===== config.mk =====
export PLATFORM = sky130hd
export DESIGN_NAME = fault_detector_flat
export DESIGN_NICKNAME = d
export VERILOG_FILES = /design/src/rtl/fdet_pkg.sv /design/src/rtl/fault_detector_if.sv /design/src/rtl/fdet_filter.sv /design/src/rtl/fault_detector.sv /design/src/flat_wrapper.sv
export SDC_FILE = /design/constraint.sdc
export NUM_CORES = 1
export LEC_CHECK = 0
export BUFFER_PORTS_ARGS = -buffer_cell sky130_fd_sc_hd__buf_2
export CAP_MARGIN = 5
export CORE_MARGIN = 5
export CORE_UTILIZATION = 45
export CTS_CLUSTER_SIZE = 8
export DETAILED_ROUTE_END_ITERATION = 16
export GPL_TIMING_DRIVEN = 0
export MAX_ROUTING_LAYER = met4
export PLACE_DENSITY = 0.67
export SYNTH_ARGS = -nofsm -noshare
export SYNTH_HDL_FRONTEND = slang
export SYNTH_SLANG_ARGS = --single-unit

===== constraint.sdc =====
create_clock -name clk -period 10.2 [get_ports clk]
set_input_delay 2.04 -clock clk [delete_from_list [all_inputs] [get_ports clk]]
set_output_delay 2.04 -clock clk [all_outputs]
set_load 0.05 [all_outputs]

===== src/rtl/fdet_pkg.sv =====
// Shared definitions for the fault detector: channel indices, threshold
// reset fill values and the hysteresis candidate compare.
package fdet_pkg;

  // Channel indices follow the fault FSM fault-id ordering (id - 1)
  localparam int CH_UV  = 0;
  localparam int CH_OV  = 1;
  localparam int CH_OT  = 2;
  localparam int CH_UC  = 3;
  localparam int NUM_CH = 4;

  // Threshold reset fill bits: upper limits reset to all-ones, lower to zero,
  // so no flag can assert until thresholds are programmed
  localparam logic THR_HIGH_FILL = 1'b1;
  localparam logic THR_LOW_FILL  = 1'b0;
  localparam logic HYST_FILL     = 1'b0;

  // Compare operand width; callers zero-extend W-bit values (W <= 32)
  localparam int CMP_W = 32;

  // Signed arithmetic wider than W+1 bits gives the same result as W+1 bits:
  // thr-hyst may go negative and thr+hyst may exceed the W-bit range, in
  // which case the release condition can never be met.
  function automatic logic cand_calc(input logic low_side,
                                     input logic flag,
                                     input logic [CMP_W-1:0] meas,
                                     input logic [CMP_W-1:0] thr,
                                     input logic [CMP_W-1:0] hyst);
    logic signed [CMP_W+1:0] m;
    logic signed [CMP_W+1:0] t;
    logic signed [CMP_W+1:0] h;
    logic cand;
    m = signed'({2'b00, meas});
    t = signed'({2'b00, thr});
    h = signed'({2'b00, hyst});
    if (low_side) begin
      cand = flag ? !(m > (t + h)) : (m < t);
    end else begin
      cand = flag ? !(m < (t - h)) : (m > t);
    end
    return cand;
  endfunction

endpackage


===== src/rtl/fault_detector_if.sv =====
// Sample stream interface for the fault detector (no backpressure).
interface fault_detector_if #(parameter int W = 12);
  logic         s_valid;
  logic         s_ready;
  logic [W-1:0] v_meas;
  logic [W-1:0] i_meas;
  logic [W-1:0] t_meas;

  modport master (output s_valid, v_meas, i_meas, t_meas, input s_ready);
  modport slave  (input s_valid, v_meas, i_meas, t_meas, output s_ready);
endinterface


===== src/rtl/fdet_filter.sv =====
// Debounce filter: a flag toggles only after N_FILT consecutive accepted
// samples disagree with it. Idle cycles hold the run count.
module fdet_filter #(
  parameter int N_FILT = 3
) (
  input  logic clk,
  input  logic rst,
  input  logic acc,
  input  logic cand,
  output logic flag
);

  localparam int CW = (N_FILT > 1) ? $clog2(N_FILT) : 1;
  localparam logic [CW-1:0] LAST = CW'(N_FILT - 1);

  logic [CW-1:0] cnt;

  // Count disagreeing samples; toggle the flag on the last one of a run
  always_ff @(posedge clk or posedge rst) begin
    if (rst) begin
      cnt  <= '0;
      flag <= 1'b0;
    end else if (acc) begin
      if (cand != flag) begin
        if (cnt == LAST) begin
          flag <= ~flag;
          cnt  <= '0;
        end else begin
          cnt <= cnt + CW'(1);
        end
      end else begin
        cnt <= '0;
      end
    end
  end

endmodule


===== src/rtl/fault_detector.sv =====
// Fault detector front end: threshold/hysteresis compare, per-channel
// debounce, stale-stream detection and optional peak hold.
// Optional feature macro: FDET_PEAK_HOLD_EN (peak registers on peak_*).
module fault_detector
  import fdet_pkg::*;
#(
  parameter int W       = 12,
  parameter int N_FILT  = 3,
  parameter int P_STALE = 16
) (
  input  logic         clk,
  input  logic         rst,
  fault_detector_if.slave s,
  input  logic         cfg_we,
  input  logic [W-1:0] cfg_ov,
  input  logic [W-1:0] cfg_uv,
  input  logic [W-1:0] cfg_ot,
  input  logic [W-1:0] cfg_uc,
  input  logic [W-1:0] cfg_hyst,
  output logic         ov,
  output logic         uv,
  output logic         ot,
  output logic         uc,
  output logic         stale,
  input  logic         peak_clr,
  output logic [W-1:0] peak_v,
  output logic [W-1:0] peak_i,
  output logic [W-1:0] peak_t
);

  localparam int IW = $clog2(P_STALE + 1);
  localparam logic [IW-1:0] IDLE_MAX = IW'(P_STALE);

  logic              accept;
  logic [W-1:0]      thr_ov, thr_uv, thr_ot, thr_uc, thr_hyst;
  logic [NUM_CH-1:0] cand;
  logic [NUM_CH-1:0] flags;
  logic [IW-1:0]     idle_cnt;

  assign s.s_ready = 1'b1;
  assign accept    = s.s_valid;

  // Threshold registers; a same-cycle sample still sees the old values
  always_ff @(posedge clk or posedge rst) begin
    if (rst) begin
      thr_ov   <= {W{THR_HIGH_FILL}};
      thr_ot   <= {W{THR_HIGH_FILL}};
      thr_uc   <= {W{THR_HIGH_FILL}};
      thr_uv   <= {W{THR_LOW_FILL}};
      thr_hyst <= {W{HYST_FILL}};
    end else if (cfg_we) begin
      thr_ov   <= cfg_ov;
      thr_ot   <= cfg_ot;
      thr_uc   <= cfg_uc;
      thr_uv   <= cfg_uv;
      thr_hyst <= cfg_hyst;
    end
  end

  // Per-channel candidate, hysteresis direction chosen by the current flag
  always_comb begin
    cand         = '0;
    cand[CH_UV]  = cand_calc(1'b1, flags[CH_UV], 32'(s.v_meas), 32'(thr_uv), 32'(thr_hyst));
    cand[CH_OV]  = cand_calc(1'b0, flags[CH_OV], 32'(s.v_meas), 32'(thr_ov), 32'(thr_hyst));
    cand[CH_OT]  = cand_calc(1'b0, flags[CH_OT], 32'(s.t_meas), 32'(thr_ot), 32'(thr_hyst));
    cand[CH_UC]  = cand_calc(1'b0, flags[CH_UC], 32'(s.i_meas), 32'(thr_uc), 32'(thr_hyst));
  end

  for (genvar c = 0; c < NUM_CH; c++) begin : g_filt
    fdet_filter #(.N_FILT(N_FILT)) u_filt (
      .clk  (clk),
      .rst  (rst),
      .acc  (accept),
      .cand (cand[c]),
      .flag (flags[c])
    );
  end

  assign uv = flags[CH_UV];
  assign ov = flags[CH_OV];
  assign ot = flags[CH_OT];
  assign uc = flags[CH_UC];

  // Idle counter saturating at P_STALE; any accept clears it
  always_ff @(posedge clk or posedge rst) begin
    if (rst) begin
      idle_cnt <= '0;
    end else if (accept) begin
      idle_cnt <= '0;
    end else if (idle_cnt != IDLE_MAX) begin
      idle_cnt <= idle_cnt + IW'(1);
    end
  end

  assign stale = (idle_cnt == IDLE_MAX);

`ifdef FDET_PEAK_HOLD_EN
  // Peak hold; a clear coinciding with an accept restarts from that sample
  always_ff @(posedge clk or posedge rst) begin
    if (rst) begin
      peak_v <= '0;
      peak_i <= '0;
      peak_t <= '0;
    end else if (peak_clr) begin
      peak_v <= accept ? s.v_meas : '0;
      peak_i <= accept ? s.i_meas : '0;
      peak_t <= accept ? s.t_meas : '0;
    end else if (accept) begin
      peak_v <= (s.v_meas > peak_v) ? s.v_meas : peak_v;
      peak_i <= (s.i_meas > peak_i) ? s.i_meas : peak_i;
      peak_t <= (s.t_meas > peak_t) ? s.t_meas : peak_t;
    end
  end
`else
  logic peak_clr_unused;
  assign peak_clr_unused = peak_clr;
  assign peak_v = '0;
  assign peak_i = '0;
  assign peak_t = '0;
`endif

endmodule


===== src/flat_wrapper.sv =====
// flat-port wrapper written by rule: the top's interface ports become plain ports
module fault_detector_flat import fdet_pkg::*;
#(
  parameter int W       = 12,
  parameter int N_FILT  = 3,
  parameter int P_STALE = 16
)
  (clk, rst, cfg_we, cfg_ov, cfg_uv, cfg_ot, cfg_uc, cfg_hyst, ov, uv, ot, uc, stale, peak_clr, peak_v, peak_i, peak_t, s_s_valid, s_v_meas, s_i_meas, s_t_meas, s_s_ready);
  fault_detector_if #(.W(W)) s_i ();
  input  logic clk;
  input  logic rst;
  input  logic cfg_we;
  input  logic [W-1:0] cfg_ov;
  input  logic [W-1:0] cfg_uv;
  input  logic [W-1:0] cfg_ot;
  input  logic [W-1:0] cfg_uc;
  input  logic [W-1:0] cfg_hyst;
  output logic ov;
  output logic uv;
  output logic ot;
  output logic uc;
  output logic stale;
  input  logic peak_clr;
  output logic [W-1:0] peak_v;
  output logic [W-1:0] peak_i;
  output logic [W-1:0] peak_t;
  input wire logic [$bits(s_i.s_valid)-1:0] s_s_valid;
  input wire logic [$bits(s_i.v_meas)-1:0] s_v_meas;
  input wire logic [$bits(s_i.i_meas)-1:0] s_i_meas;
  input wire logic [$bits(s_i.t_meas)-1:0] s_t_meas;
  output wire logic [$bits(s_i.s_ready)-1:0] s_s_ready;
  assign s_i.s_valid = s_s_valid;
  assign s_i.v_meas = s_v_meas;
  assign s_i.i_meas = s_i_meas;
  assign s_i.t_meas = s_t_meas;
  assign s_s_ready = s_i.s_ready;
  fault_detector #(.W(W), .N_FILT(N_FILT), .P_STALE(P_STALE)) u_core (.clk(clk), .rst(rst), .s(s_i), .cfg_we(cfg_we), .cfg_ov(cfg_ov), .cfg_uv(cfg_uv), .cfg_ot(cfg_ot), .cfg_uc(cfg_uc), .cfg_hyst(cfg_hyst), .ov(ov), .uv(uv), .ot(ot), .uc(uc), .stale(stale), .peak_clr(peak_clr), .peak_v(peak_v), .peak_i(peak_i), .peak_t(peak_t));
endmodule

==> summary.txt, run 1 <==
WP data required: 10.43 ns
Worst-case clock skew: 0.0143 ns
Crit path DAT: 4.20 ns
I/O pin count: 143
Hold bufs inserted after CTS: 0
Number of cell rows: 47
Half-perimeter wire length after placement: 16,100 um
Clock tree sinks: 77
Worst hold slack after final layout: 0.467 ns
Total number of yosys warnings: 0
Number of nets in the final layout: 1,267
TritonCTS clock tree: yes
Post-synthesis register bit count: 77
Number of buffers inserted by port buffering: 103
Pin count of the biggest net entering global routing: 63
CP Cell Sequence: inv_1 > ha_1 > nor2b_1 > o211ai_1 > and3_1 > o21ai_1 > a2111oi_0 > a311oi_1 > ha_1 > nand2_1 > o21ai_0 > or4b_1 > a31oi_1 > a22oi_1 > o41ai_1
Number of enable flip-flop cells after synthesis: 0
Achievable frequency: 0.252 GHz
Max Root-Sink Buffers: 2
Core Area: 16,400 um2
Rel. slew slack: 0.546
Final cell utilization of the core: 0.532
Clock edge transition at the registers on the reported setup and hold paths: 0.07 ns
Crit-path slowest cell: sky130_fd_sc_hd__or4b_1
Number of cells traversed by the worst hold path: 1
Status: complete, no violations
Routing usage on met1: 0.280
Total count of hold-check failures in the final report: 0
Pre-antenna DRT Iters: 5
Critical path capture point: u_core.g_filt[2].u_filt.cnt[1]$_DFFE_PP0P_
Iteration-0 DRC Markers: 339
Reg-to-reg setup timing slack: 6.23 ns
Yosys top cell area share: 0.238
Global-route usage over all layers: 0.212
GR met2 Demand/Resource: 0.346
ANT cells: 0
CTS Root Buffer Type: sky130_fd_sc_hd__clkbuf_16
Area of placed instances: 8410 um2
Count of distinct cell types in the synthesized netlist: 59
Top cells by area in the synthesized netlist: sky130_fd_sc_hd__ha_1, sky130_fd_sc_hd__dfrtp_1, sky130_fd_sc_hd__dfstp_2
CTS H-Tree Depth: 3
Fraction of final layout cells with drive strength greater than 1: 0.195
Type of element launching the critical path: flip-flop
Class of the most critical setup path: reg -> reg
Setup repair after global routing missed its margin: false
Minimum setup slack after placement: 6.19 ns
Startpoint of the most critical hold path: u_core.g_filt[3].u_filt.cnt[1]$_DFFE_PP0P_
Global-route wire length before repair: 31,800 um
Number of standard cells after synthesis: 870
Reg-to-reg startpoint: u_core.thr_hyst[1]$_DFFE_PP0P_
Sequential area share after synthesis: 0.265
Class of the worst hold path: reg -> reg
Layer with the highest usage: met2
Final Critical Period: 3.97 ns
Maximum cell stage delay along the critical path: 0.50 ns
Resize count post-CTS: 0
Max-slew violation total from the final report: 0
Pin slew with the least headroom to its limit: 0.682 ns
Remaining antenna violation count after routing: 0
Number of setup buffers added after CTS: 0
Final cell area excluding filler cells: 8730 um2
Final worst path period share: 0.389
Multi-input gate area: 4950 um2
Most used standard cell by instance count after synthesis: sky130_fd_sc_hd__ha_1
Die footprint: 19,200 um2
Post-synthesis instance area: 7450 um2
PnR worst setup slack: 6.23 ns
Via count: 6,455
Most repeated library cell on the critical path: sky130_fd_sc_hd__ha_1
Max-capacitance violation count: 0
Final sum of negative setup slack: 0 ns
Vias in the first global route: 6,372
Reg area: 1970 um2
Syn_area_per_cell: 8.57 um2
Met3 usage: 0.0331
Non-filler instance count after layout: 1,245
Number of buffers added by the clock tree synthesis step: 9
Setup violation total in the final timing report: 0
Drc violations: 0
Power density over the cells: 156 nW/um2
Fraction of synthesis flops using an asynchronous set or reset pin: 1.00
Most used standard cells in the synthesized netlist: sky130_fd_sc_hd__ha_1, sky130_fd_sc_hd__nand2_1, sky130_fd_sc_hd__inv_1, sky130_fd_sc_hd__o21ai_0, sky130_fd_sc_hd__a21oi_1
Starting density of the core: 0.454
DR WL/cell: 15.8 um
Final estimated routing congestion in global placement: 0.898
# placed instances: 1,229
Cell type with the largest total area after synthesis: sky130_fd_sc_hd__ha_1
Clock network latency to the later pin of the worst-skew pair: 0.35 ns
Predominant post-synthesis flop cell: sky130_fd_sc_hd__dfrtp_1
Antenna violations before repair: 0
Die height: 139 um
Routed wire length: 19,700 um
Die width: 139 um
Capturing point of the worst reg2reg path: u_core.g_filt[2].u_filt.cnt[1]$_DFFE_PP0P_
First element of the critical path: u_core.thr_hyst[1]$_DFFE_PP0P_
Leakage power: 4.39 nW
Number of cells traversed by the worst register-to-register path: 15
Critical path peak fanout: 8
Overflow after GRT: 0
Post-route total power: 1.37 mW
Crit. End Element: flip-flop
Layout fillers: 1,568
Syn-to-layout area delta: 17.1%
Peak supply drop: 94.6 uV
Via density per instance: 5.18
## cell usage in the layout, fill, tap and decap left out, drive strengths merged, types with 13 or more instances in the layout
master	count
xnor2	13
ha	142
o211ai	15
buf	144
nor2	37
xor2	23
o21ai	88
o21a	15
dfstp	36
conb	37
a21oi	49
dfrtp	41
nor3	14
clkbuf	22
inv	89
a21o	22
nor2b	14
nand2	89
## critical path: cells and delay by family, from the launching register on
kind,cells,cell delay (ns)
flops,1,0.38
simple gates,4,0.95
buf+inv,1,0.34
fa+ha+maj,2,0.61
compound gates,8,1.55
## final cells by class
class,instances,share of cell area
repair buffers,104,0.0622
multi-input cells,689,0.567
well taps,220,0.0315
inverters,87,0.0377
flip-flops and latches,77,0.226
plain buffers,52,0.0383
clock buffers,10,0.0262
clock inverters,6,0.0108
## kinds of logic (layout without fill, tap and decap cells)
logic type	Yosys count	after routing	share of synthesized area
muxes	4	4	0.00571
adders and majority gates	146	146	0.249
DFF	77	77	0.265
and+or+nand+nor	220	220	0.141
buffers and inverters	139	259	0.0886
other	2	37	0.00101
xor gates and xnor gates	36	36	0.0423
AOI/OAI and AO/OA	246	246	0.208
## worst min path at each step
stage	slack [ns]	to
6_report	0.47	u_core.g_filt[3].u_filt.cnt[0]$_DFFE_PP0P_
5_1_grt	0.50	u_core.g_filt[2].u_filt.cnt[0]$_DFFE_PP0P_
4_1_cts	0.47	u_core.g_filt[3].u_filt.cnt[0]$_DFFE_PP0P_
3_5_place_dp	0.46	u_core.g_filt[3].u_filt.cnt[0]$_DFFE_PP0P_
3_3_place_gp	0.45	u_core.g_filt[3].u_filt.cnt[0]$_DFFE_PP0P_
2_1_floorplan	0.43	u_core.g_filt[3].u_filt.cnt[0]$_DFFE_PP0P_
## report_power, final
part | switching, mW | internal, mW | total (mW)
logic | 0.352 | 0.258 | 0.611
registers | 0.0371 | 0.355 | 0.393
clock network | 0.145 | 0.217 | 0.362
total | 0.535 | 0.831 | 1.37
## registers in the layout, indices dropped and copies added (netlist names)
register / count
u_core.thr_ot: 12
u_core.g_filt.u_filt.flag: 4
u_core.g_filt.u_filt.cnt: 8
u_core.idle_cnt: 5
u_core.thr_uv: 12
u_core.thr_uc: 12
u_core.thr_ov: 12
u_core.thr_hyst: 12
## per-layer routing
metal / up-vias / routed length [um]
met5: - / 0
met2: 140 / 9220
met4: 0 / 250
met3: 21 / 876
met1: 2953 / 9340
li1: 3341 / -
Power figures use the tool's default switching activity.
==> inputs of run 2 (changes only) <==
--- a/config.mk
+++ b/config.mk
@@ -13,7 +13,7 @@
 export DETAILED_ROUTE_END_ITERATION = 16
 export GPL_TIMING_DRIVEN = 0
 export MAX_ROUTING_LAYER = met4
-export PLACE_DENSITY = 0.67
+export PLACE_DENSITY = 0.7
 export SYNTH_ARGS = -nofsm -noshare
 export SYNTH_HDL_FRONTEND = slang
 export SYNTH_SLANG_ARGS = --single-unit
==> constraint.sdc (replaced) <==
create_clock -name clk -period 3.2 [get_ports clk]
set_input_delay 0.64 -clock clk [delete_from_list [all_inputs] [get_ports clk]]
set_output_delay 0.64 -clock clk [all_outputs]
set_load 0.05 [all_outputs]
==> summary.txt, run 2 (synthesis results as in run 1) <==
Status: finished, violations left
Failing checks: negative setup slack
Hold bufs inserted after CTS: 0 (unchanged)
Max-slew violation total from the final report: 0 (unchanged)
Die width: 139 um (unchanged)
Routing usage on met1: 0.272 (-0.00717)
DR WL/cell: 16.1 um (+1.6%)
Final estimated routing congestion in global placement: 0.898 (about the same)
Rel. slew slack: 0.564 (+0.0181)
PnR worst setup slack: -0.409 ns (-6.64 ns)
Reg area: 1980 um2 (+0.19%)
Via density per instance: 5.30 (+2.1%)
Iteration-0 DRC Markers: 259 (-24%)
Clock edge transition at the registers on the reported setup and hold paths: 0.06 ns (about the same)
Max-capacitance violation count: 0 (unchanged)
Post-route total power: 4.75 mW (+250%)
Layout fillers: 1,461 (-6.8%)
Number of cell rows: 47 (unchanged)
Drc violations: 0 (unchanged)
Worst hold slack after final layout: 0.223 ns (-0.243 ns)
GR met2 Demand/Resource: 0.355 (+0.00925)
Number of buffers added by the clock tree synthesis step: 9 (unchanged)
Highest-count cells in the layout ignoring fill and taps: sky130_fd_sc_hd__ha_1, sky130_fd_sc_hd__buf_2, sky130_fd_sc_hd__nand2_1, sky130_fd_sc_hd__inv_1, sky130_fd_sc_hd__o21ai_0
Core Area: 16,400 um2 (unchanged)
CTS Root Buffer Type: sky130_fd_sc_hd__clkbuf_16
Max Root-Sink Buffers: 2 (unchanged)
Via count: 6,746 (+4.5%)
Number of nets in the final layout: 1,296 (+2.3%)
Class of the most critical setup path: reg -> reg
Pre-antenna DRT Iters: 5 (unchanged)
I/O pin count: 143 (unchanged)
ANT cells: 0 (unchanged)
Half-perimeter wire length after placement: 16,100 um (-0.25%)
Die footprint: 19,200 um2 (unchanged)
Final worst path period share: 1.13 (+0.739)
Fraction of final layout cells with drive strength greater than 1: 0.287 (+0.0924)
Global-route wire length before repair: 32,700 um (+3.0%)
Total count of hold-check failures in the final report: 0 (unchanged)
Crit. End Element: flip-flop
Remaining antenna violation count after routing: 0 (unchanged)
Routed wire length: 20,500 um (+4.0%)
Leakage power: 4.62 nW (+5.2%)
Most frequent standard cell in the layout excluding fill and tap cells: sky130_fd_sc_hd__ha_1
Met3 usage: 0.0345 (+0.00138)
Pin slew with the least headroom to its limit: 0.654 ns (-0.0271 ns)
Achievable frequency: 0.277 GHz (+10%)
Syn-to-layout area delta: 27.4%
Die height: 139 um (unchanged)
Setup repair after global routing missed its margin: true
Clock tree sinks: 77 (unchanged)
Crit path DAT: 3.83 ns (-0.37 ns)
Final Critical Period: 3.61 ns (-0.359 ns)
Power density over the cells: 500 nW/um2 (+220%)
WP data required: 3.42 ns (-7.01 ns)
Peak supply drop: 276 uV (+190%)
Multi-input gate area: 5450 um2 (+10%)
Class of the worst hold path: in -> async
Pin count of the biggest net entering global routing: 63 (unchanged)
Critical path peak fanout: 3 (-5)
Global-route usage over all layers: 0.217 (+0.00500)
Vias in the first global route: 6,721 (+5.5%)
Setup violation total in the final timing report: 9 (+9)
Type of element launching the critical path: flip-flop
Overflow after GRT: 0 (unchanged)
CTS H-Tree Depth: 3 (unchanged)
Starting density of the core: 0.454 (unchanged)
Worst-case clock skew: 0.00736 ns (-0.00695 ns)
Antenna violations before repair: 0 (unchanged)
Clock network latency to the later pin of the worst-skew pair: 0.35 ns (about the same)
Number of buffers inserted by port buffering: 103 (unchanged)
Layer with the highest usage: met2
TritonCTS clock tree: yes
-- run 2: per-stage QoR --
step	utilization	TNS (ns)	cell area [um2]	setup slack (ns)	cells
finish	0.579	-2.71	9500	-0.409	1274
detailed placement	0.514	-4.38	8430	-0.588	1229
global placement	0.512	-24.61	8400	-0.566	1228
global route	0.579	-4.41	9500	-0.602	1274
floorplan	-	-0.158	7610	-0.0405	905
CTS	0.566	-2.44	9290	-0.436	1264
-- run 2: worst max-delay path, cell delays in order, from the launching register on --
cell and delay [ns]:
sky130_fd_sc_hd__dfrtp_1 0.43, sky130_fd_sc_hd__buf_6 0.14, sky130_fd_sc_hd__ha_4 0.21, sky130_fd_sc_hd__a21oi_4 0.13
sky130_fd_sc_hd__o211ai_1 0.11, sky130_fd_sc_hd__buf_4 0.16, sky130_fd_sc_hd__a2111oi_4 0.32, sky130_fd_sc_hd__o31ai_2 0.11
sky130_fd_sc_hd__a21oi_1 0.17, sky130_fd_sc_hd__xor2_1 0.17, sky130_fd_sc_hd__ha_1 0.27, sky130_fd_sc_hd__a211o_1 0.32
sky130_fd_sc_hd__a21oi_2 0.10, sky130_fd_sc_hd__o21ai_1 0.08, sky130_fd_sc_hd__o311a_1 0.38, sky130_fd_sc_hd__a211oi_2 0.29
sky130_fd_sc_hd__o22ai_1 0.09
-- run 2: layout make-up --
class,instances,share of cell area
clock buffer,10,0.0241
inverter,87,0.0349
multi-input combinational,689,0.574
timing repair buffer,133,0.0855
sequential,77,0.208
clock inverter,6,0.00922
tap,220,0.0290
buffer,52,0.0352
-- run 2: path summary, 6_finish.rpt --
check,to,slack [ns],start,cells after the start
hold reg to reg,u_core.g_filt[3].u_filt.cnt[0]$_DFFE_PP0P_,0.48,u_core.g_filt[3].u_filt.cnt[1]$_DFFE_PP0P_,1
min in group clk,u_core.g_filt[3].u_filt.cnt[0]$_DFFE_PP0P_,0.48,u_core.g_filt[3].u_filt.cnt[1]$_DFFE_PP0P_,1
max in group asynchronous,u_core.thr_ot[7]$_DFFE_PP1P_,2.36,rst,3
setup reg to reg,u_core.g_filt[0].u_filt.cnt[1]$_DFFE_PP0P_,-0.41,u_core.thr_hyst[1]$_DFFE_PP0P_,16
setup / recovery,u_core.g_filt[0].u_filt.cnt[1]$_DFFE_PP0P_,-0.41,u_core.thr_hyst[1]$_DFFE_PP0P_,16
hold / removal,u_core.g_filt[3].u_filt.flag$_DFFE_PP0P_,0.22,rst,2
-- run 2: repair_timing --
action | 4_1_cts | 5_1_grt
buffers inserted | 20 | 10
gates resized for setup | 75 | 22
endpoints found under the setup margin | 11 | 12
pin swaps | 53 | 32
-- run 2: where the power goes --
| group | leakage [nW] | switching, mW | internal (mW) | total, mW |
|---|---|---|---|---|
| registers | 0.885 | 0.124 | 1.13 | 1.26 |
| clock network | 0.145 | 0.445 | 0.682 | 1.13 |
| logic | 3.59 | 1.31 | 1.06 | 2.36 |
-- run 2: metal layers --
layer / routed length (um) / vias up
met5: 0 / -
met4: 533 / 0
met1: 9140 / 3141
li1: - / 3398
met3: 1020 / 35
met2: 9780 / 172
